--- config.mk ---
export PLATFORM = sky130hd
export DESIGN_NAME = mc_control
export DESIGN_NICKNAME = d
export VERILOG_FILES = /design/src/rtl/mips_pkg.sv /design/src/rtl/alu_dec.sv /design/src/rtl/mc_control.sv
export SDC_FILE = /design/constraint.sdc
export NUM_CORES = 1
export LEC_CHECK = 0
export CAP_MARGIN = 10
export CORE_MARGIN = 2
export CORE_UTILIZATION = 44
export DETAILED_ROUTE_END_ITERATION = 7
export HOLD_SLACK_MARGIN = 0.12
export PLACE_DENSITY = 0.79
export SLEW_MARGIN = 10
export SYNTH_ARGS = -nofsm -noshare
export SYNTH_HDL_FRONTEND = slang
export SYNTH_SLANG_ARGS = --single-unit
--- constraint.sdc ---
create_clock -name clk -period 2.1 [get_ports clk]
set_input_delay 0.42 -clock clk [delete_from_list [all_inputs] [get_ports clk]]
set_output_delay 0.42 -clock clk [all_outputs]
set_load 0.02 [all_outputs]
--- src/rtl/mips_pkg.sv ---
// mips_pkg: shared opcode/funct constants, ALUctr codes, datapath select encodings and control state
package mips_pkg;
  localparam logic [5:0] OP_R     = 6'b000000;
  localparam logic [5:0] OP_ADDI  = 6'b001000;
  localparam logic [5:0] OP_ADDIU = 6'b001001;
  localparam logic [5:0] OP_ORI   = 6'b001101;
  localparam logic [5:0] OP_LUI   = 6'b001111;
  localparam logic [5:0] OP_LW    = 6'b100011;
  localparam logic [5:0] OP_SW    = 6'b101011;
  localparam logic [5:0] OP_BEQ   = 6'b000100;
  localparam logic [5:0] OP_J     = 6'b000010;
  localparam logic [5:0] F_ADD = 6'b100000;
  localparam logic [5:0] F_SUB = 6'b100010;
  localparam logic [5:0] F_AND = 6'b100100;
  localparam logic [5:0] F_OR  = 6'b100101;
  localparam logic [5:0] F_XOR = 6'b100110;
  localparam logic [5:0] F_SLT = 6'b101010;
  localparam logic [3:0] ALU_ADD = 4'b0000;
  localparam logic [3:0] ALU_SUB = 4'b0001;
  localparam logic [3:0] ALU_AND = 4'b0010;
  localparam logic [3:0] ALU_OR  = 4'b0011;
  localparam logic [3:0] ALU_XOR = 4'b0100;
  localparam logic [3:0] ALU_LUI = 4'b0101;
  localparam logic [3:0] ALU_SLT = 4'b0110;
  localparam logic [1:0] SRCA_PC   = 2'b00;
  localparam logic [1:0] SRCA_RS   = 2'b01;
  localparam logic [1:0] SRCA_ZERO = 2'b10;
  localparam logic [1:0] SRCB_RT   = 2'b00;
  localparam logic [1:0] SRCB_FOUR = 2'b01;
  localparam logic [1:0] SRCB_IMM  = 2'b10;
  localparam logic [1:0] SRCB_IMM4 = 2'b11;
  localparam logic [1:0] EXT_ZERO = 2'b00;
  localparam logic [1:0] EXT_SIGN = 2'b01;
  localparam logic [1:0] EXT_HI   = 2'b10;
  localparam logic [1:0] PC_ALU    = 2'b00;
  localparam logic [1:0] PC_ALUOUT = 2'b01;
  localparam logic [1:0] PC_JUMP   = 2'b10;
  typedef enum logic [3:0] {
    S_FETCH, S_DECODE, S_EXEC_R, S_EXEC_I, S_ALU_WB, S_MEM_ADDR,
    S_MEM_RD, S_MEM_WB, S_MEM_WR, S_BRANCH, S_JUMP
  } state_t;
  typedef struct packed {
    logic       pc_we;
    logic       ir_we;
    logic       iord;
    logic       mem_re;
    logic       mem_we;
    logic       reg_we;
    logic       regdst;
    logic       memtoreg;
    logic [1:0] alusrca;
    logic [1:0] alusrcb;
    logic [1:0] ext_op;
    logic [1:0] pcsrc;
    logic [3:0] aluctr;
    logic       illegal;
  } ctrl_t;
endpackage

--- src/rtl/alu_dec.sv ---
// alu_dec: R-type funct to ALUctr mapping with an unknown-funct flag
module alu_dec
  import mips_pkg::*;
(
  input  logic [5:0] funct,
  output logic [3:0] aluctr,
  output logic       unknown
);
  assign aluctr = funct == F_ADD ? ALU_ADD :
                  funct == F_SUB ? ALU_SUB :
                  funct == F_AND ? ALU_AND :
                  funct == F_OR  ? ALU_OR  :
                  funct == F_XOR ? ALU_XOR :
                  funct == F_SLT ? ALU_SLT : ALU_ADD;
  assign unknown = !(funct inside {F_ADD, F_SUB, F_AND, F_OR, F_XOR, F_SLT});
endmodule

--- src/rtl/mc_control.sv ---
// mc_control: multicycle MIPS control FSM driving datapath selects, write enables and ALUctr
module mc_control
  import mips_pkg::*;
#(
  parameter int MEM_WAIT_MAX = 15
) (
  input  logic       clk,
  input  logic       rst,
  input  logic [5:0] opcode,
  input  logic [5:0] funct,
  input  logic       zero,
  input  logic       mem_ready,
  output logic       pc_we,
  output logic       ir_we,
  output logic       iord,
  output logic       mem_re,
  output logic       mem_we,
  output logic       reg_we,
  output logic       regdst,
  output logic       memtoreg,
  output logic [1:0] alusrca,
  output logic [1:0] alusrcb,
  output logic [1:0] ext_op,
  output logic [1:0] pcsrc,
  output logic [3:0] ALUctr,
  output logic       illegal,
  output logic       mem_timeout
);
  localparam int CW = $clog2(MEM_WAIT_MAX + 1);
  state_t      state;
  ctrl_t       c;
  logic [CW-1:0] cnt;
  logic [3:0]  r_ctr;
  logic        r_unknown;
  logic        legal;
  logic        waiting;
  alu_dec u_dec (.funct(funct), .aluctr(r_ctr), .unknown(r_unknown));
  assign legal = (opcode == OP_R && !r_unknown) ||
                 opcode inside {OP_ADDI, OP_ADDIU, OP_ORI, OP_LUI, OP_LW, OP_SW, OP_BEQ, OP_J};
  assign waiting = state inside {S_FETCH, S_MEM_RD, S_MEM_WR};
  // per-state control decode; everything forced low while reset is held
  always_comb begin
    c = '0;
    case (state)
      S_FETCH: begin
        c.mem_re  = 1'b1;
        c.alusrcb = SRCB_FOUR;
        c.ir_we   = mem_ready;
        c.pc_we   = mem_ready;
      end
      S_DECODE: begin
        c.alusrcb = SRCB_IMM4;
        c.ext_op  = EXT_SIGN;
        c.illegal = !legal;
      end
      S_EXEC_R: begin
        c.alusrca = SRCA_RS;
        c.aluctr  = r_ctr;
      end
      S_EXEC_I: begin
        c.alusrca = opcode == OP_LUI ? SRCA_ZERO : SRCA_RS;
        c.alusrcb = SRCB_IMM;
        c.ext_op  = opcode == OP_ORI ? EXT_ZERO : opcode == OP_LUI ? EXT_HI : EXT_SIGN;
        c.aluctr  = opcode == OP_ORI ? ALU_OR : opcode == OP_LUI ? ALU_LUI : ALU_ADD;
      end
      S_ALU_WB: begin
        c.reg_we = 1'b1;
        c.regdst = opcode == OP_R;
      end
      S_MEM_ADDR: begin
        c.alusrca = SRCA_RS;
        c.alusrcb = SRCB_IMM;
        c.ext_op  = EXT_SIGN;
      end
      S_MEM_RD: begin
        c.mem_re = 1'b1;
        c.iord   = 1'b1;
      end
      S_MEM_WB: begin
        c.reg_we   = 1'b1;
        c.memtoreg = 1'b1;
      end
      S_MEM_WR: begin
        c.mem_we = 1'b1;
        c.iord   = 1'b1;
      end
      S_BRANCH: begin
        c.alusrca = SRCA_RS;
        c.aluctr  = ALU_SUB;
        c.pcsrc   = PC_ALUOUT;
        c.pc_we   = zero;
      end
      S_JUMP: begin
        c.pcsrc = PC_JUMP;
        c.pc_we = 1'b1;
      end
      default: c = '0;
    endcase
    if (rst) c = '0;
  end
  assign {pc_we, ir_we, iord, mem_re, mem_we, reg_we, regdst, memtoreg,
          alusrca, alusrcb, ext_op, pcsrc, ALUctr, illegal} = c;
  // state sequencing plus the memory-wait counter and sticky timeout flag
  always_ff @(posedge clk or posedge rst) begin
    if (rst) begin
      state       <= S_FETCH;
      cnt         <= '0;
      mem_timeout <= 1'b0;
    end else begin
      case (state)
        S_FETCH:    if (mem_ready) state <= S_DECODE;
        S_DECODE:   state <= !legal ? S_FETCH :
                             opcode == OP_R ? S_EXEC_R :
                             opcode inside {OP_ADDI, OP_ADDIU, OP_ORI, OP_LUI} ? S_EXEC_I :
                             opcode inside {OP_LW, OP_SW} ? S_MEM_ADDR :
                             opcode == OP_BEQ ? S_BRANCH : S_JUMP;
        S_EXEC_R:   state <= S_ALU_WB;
        S_EXEC_I:   state <= S_ALU_WB;
        S_MEM_ADDR: state <= opcode == OP_LW ? S_MEM_RD : S_MEM_WR;
        S_MEM_RD:   if (mem_ready) state <= S_MEM_WB;
        S_MEM_WR:   if (mem_ready) state <= S_FETCH;
        default:    state <= S_FETCH;
      endcase
      if (waiting && !mem_ready) begin
        if (cnt != CW'(MEM_WAIT_MAX)) cnt <= cnt + 1'b1;
        if (cnt >= CW'(MEM_WAIT_MAX - 1)) mem_timeout <= 1'b1;
      end else begin
        cnt <= '0;
      end
    end
  end
endmodule

==> results.md <==
- Status: finished clean
- Final max-slew violation count: 0
- Depth of the CTS H-tree: 1
- DRC: 0
- Multi-input combinational cell area: 822.0 µm²
- First-pass GRT wire length: 5961 µm
- Async set-reset flop share out of synthesis: 1.000
- DR vias: 1358
- Routed length on met3: 205 µm
- Distinct cell type count after synthesis: 49
- Synth-to-layout area growth: 65.70%
- FF-to-FF Start: state[1]
- Clock share of power: 0.121
- Register share of total power: 0.236
- Worst flop-to-flop path endpoint: state[3]
- HP Class: register to register
- Crit path depth: 5
- Site row count: 17
- Bufs on Longest Clock Path: 2
- Vias per cell: 5.682
- R2R cell count: 7
- Met2 WL: 1861 µm
- Post-synthesis cell area: 1032 µm²
- Syn_nets: 156
- Antenna Violating Nets Remaining: 0
- Fin nets: 230
- Vias in the first global route: 1377
- IO Pins: 38
- 1st-iter DRT viols: 50
- Die Wd: 52.44 µm
- Combinational Power Share: 0.643
- Antenna cells: 0
- Sw frac: 0.4299
- Initial antenna violation count: 0
- # hold bufs at CTS: 0
- Largest net degree at the start of global routing: 13
- Layout fillers: 165
- Worst path slowest cell: dfrtp_1
- Cell count after synthesis: 138
- FF-to-FF setup slack: 0.47 ns
- Normalized max-slew margin: 0.6310
- Min Tclk post-route: 2.048 ns
- Detailed-routing wirelength on met1: 1433 µm
- Root Buffer: clkbuf_4
- Routed len/inst: 14.79 µm
- Clock sinks: 9
- Die Ht: 52.44 µm
- CTS tree: yes
- Final Non-Filler Cells: 239
- Highest metal used: met4
- Total routed wirelength: 3535 µm
- GP Congestion: 0.9427
- RSZ-0062 raised after global routing: yes
- Ys Warns: 0
- Critical path capture point type: output pin
- Total track usage: 0.2798
- Setup crit end: ALUctr[0]
- WP buf/inv: 1
- Leak: 0.8293 nW
- Sequential Area: 226.5 µm²
- Fin crit share: 0.9752
- CTS Buf Count: 3
- Die area: 2749 µm²
- Clock Latency Late Sink: 0.25 ns
- Critical Path RT: 1.68 ns
- DP HPWL: 2690 µm
- Worst-case clock skew: 0.001278 ns
- Port buffer count: 36
- Post-Syn Area per Cell: 7.480 µm²
- P_int: 604.8 µW
- F_max: 0.4883 GHz
- Slew @ Worst Pin: 0.5497 ns
- Critical path startpoint category: register
- Psw: 456.0 µW
- GR Overflow Total: 0
- Pwr Density: 620.2 nW/µm²
- Layout cell share with drive strength beyond 1: 0.4123
- Origin of the worst setup path: state[1]
- Yosys reg bits: 9
- Initial Utilization: 0.4666
- Max incr delay on CP: 0.40 ns
- CP max FO: 4
- CTS clk-pin slew, worst paths: 0.06 ns
- Largest delay share family, worst path: simple AND/OR/NAND/NOR gates
- Final hold violations: 0
- Setup TNS: 0 ns
- DRT Pass-1 Iters: 4
- Arr. time, crit path: 1.63 ns
- Post-synth EDFFs: 0
- Peak supply drop: 0.0005381 V
- CP Cell Sequence: and2b_2 -> mux2i_1 -> or3_4 -> a31oi_1 -> buf_4
- WS Path Type: register to output pin
- Core area: 2212 µm²
- Most used DFF post-synth: dfrtp_1
- Sequential share of the synthesized area: 0.2182
- Number of placed cells counting well taps: 232
- Max-Cap Viols: 0
- Final Setup Violations: 0
==> cells by family (layout without fill, tap and decap cells) <==
group                    after synthesis  in the layout  synth area share
multiplexers                           1              1          0.009697
flip-flops                             9              9            0.2182
XOR/XNOR                               5              5           0.04242
AND/OR/NAND/NOR                       72             72            0.4036
AO/OA/AOI/OAI                         34             34            0.2206
buffers and inverters                 14             87           0.07757
adder cells (fa/ha/maj)                2              2           0.02424
other                                  1              1          0.003633
==> how the worst min path moves through the flow <==
stage | cells after the start | endpoint | from
after detailed placement | 1 | mem_timeout | mem_timeout
after global routing | 1 | mem_timeout | mem_timeout
after CTS | 1 | mem_timeout | mem_timeout
after floorplan | 2 | cnt[0] | rst
after global placement | 1 | mem_timeout | mem_timeout
final | 1 | mem_timeout | mem_timeout
==> routing by layer <==
layer | vias to the layer above | GRT usage
li1 | 648 | -
met1 | 650 | 0.3446
met2 | 56 | 0.5229
met3 | 4 | 0.01714
met4 | 0 | 0.06838
met5 | - | 0
==> registers in the layout (all words and copies together), names as in the netlist <==
name         count
state            4
mem_timeout      1
cnt              4
==> timing repair <==
item | CTS | global route
gates cloned | 0 | 0
setup endpoints to repair | 20 | 18
setup buffers | 2 | 1
pin swaps | 5 | 8
resized for setup | 83 | 40
==> synthesized netlist by cell type, drive strengths merged (3+ instances only) <==
| cell | n | area [µm²] |
|---|---|---|
| nor4 | 5 | 43.79 |
| dfrtp | 9 | 225.2 |
| nand3b | 6 | 45.04 |
| nand2b | 4 | 25.02 |
| a21oi | 9 | 45.04 |
| nor3 | 8 | 40.04 |
| a31oi | 3 | 18.77 |
| o21a | 3 | 22.52 |
| nor2b | 4 | 27.53 |
| buf | 6 | 46.29 |
| nand3 | 5 | 25.02 |
| nand2 | 8 | 30.03 |
| nor2 | 20 | 75.07 |
| o21ai | 6 | 30.03 |
| inv | 6 | 22.52 |
| xor2 | 4 | 35.03 |
==> metrics by stage <==
| stage | power (mW) | utilization | worst slack (ns) | hold slack [ns] | area [µm²] |
|---|---|---|---|---|---|
| final | 1.061 | 0.7732 | 0.05214 | 0.4774 | 1710 |
| after global routing | 1.126 | 0.7732 | -0.03904 | 0.5003 | 1710 |
| after CTS | 1.015 | 0.7755 | 0.00006284 | 0.4781 | 1715 |
| after detailed placement | 0.8897 | 0.7517 | -0.6970 | 0.4616 | 1663 |
| after global placement | 0.8679 | 0.7517 | -0.6661 | 0.4618 | 1663 |
| after floorplan | 0.5729 | - | 0.06154 | 0.4614 | 1040 |
==> power groups by stage <==
stage          logic [mW]  clock network (mW)  registers (mW)
2_1_floorplan       0.332                   0           0.241
5_1_grt             0.736               0.135           0.255
3_5_place_dp        0.642                   0           0.248
3_3_place_gp        0.625                   0           0.243
6_report            0.682               0.128           0.251
4_1_cts             0.637               0.130           0.248
==> cells in the final DEF, fill, tap and decap left out, drive strengths merged, types with 2 or more instances in the layout <==
cell type / Yosys / layout
clkdlybuf4s50: 0 / 3
a31oi: 3 / 3
nor2: 20 / 20
o21ai: 6 / 6
nor2b: 4 / 4
dlygate4sd2: 0 / 9
clkbuf: 2 / 15
a21oi: 9 / 9
and3: 2 / 2
nor4b: 2 / 2
nand2b: 4 / 4
nor4: 5 / 5
o211ai: 2 / 2
nand3: 5 / 5
nand3b: 6 / 6
nor3b: 2 / 2
buf: 6 / 51
ha: 2 / 2
clkdlybuf4s15: 0 / 2
o21a: 3 / 3
o2111ai: 2 / 2
nand2: 8 / 8
nor3: 8 / 8
dfrtp: 9 / 9
inv: 6 / 6
xor2: 4 / 4
a211oi: 2 / 2
==> layout make-up <==
class,instances,area share
Clock buffer,4,0.01536
Inverter,6,0.01317
Tap cell,28,0.02048
Sequential cell,9,0.1324
Timing Repair Buffer,77,0.3380
Multi-Input combinational cell,115,0.4806
==> worst reg2reg max path, delay by kind of cell, from the launching register on <==
kind,cells,cell delay (ns)
AO/OA/AOI/OAI,3,0.68
flip-flops,1,0.40
buffers and inverters,2,0.30
AND/OR/NAND/NOR,2,0.13
Power figures use the tool's default switching activity.
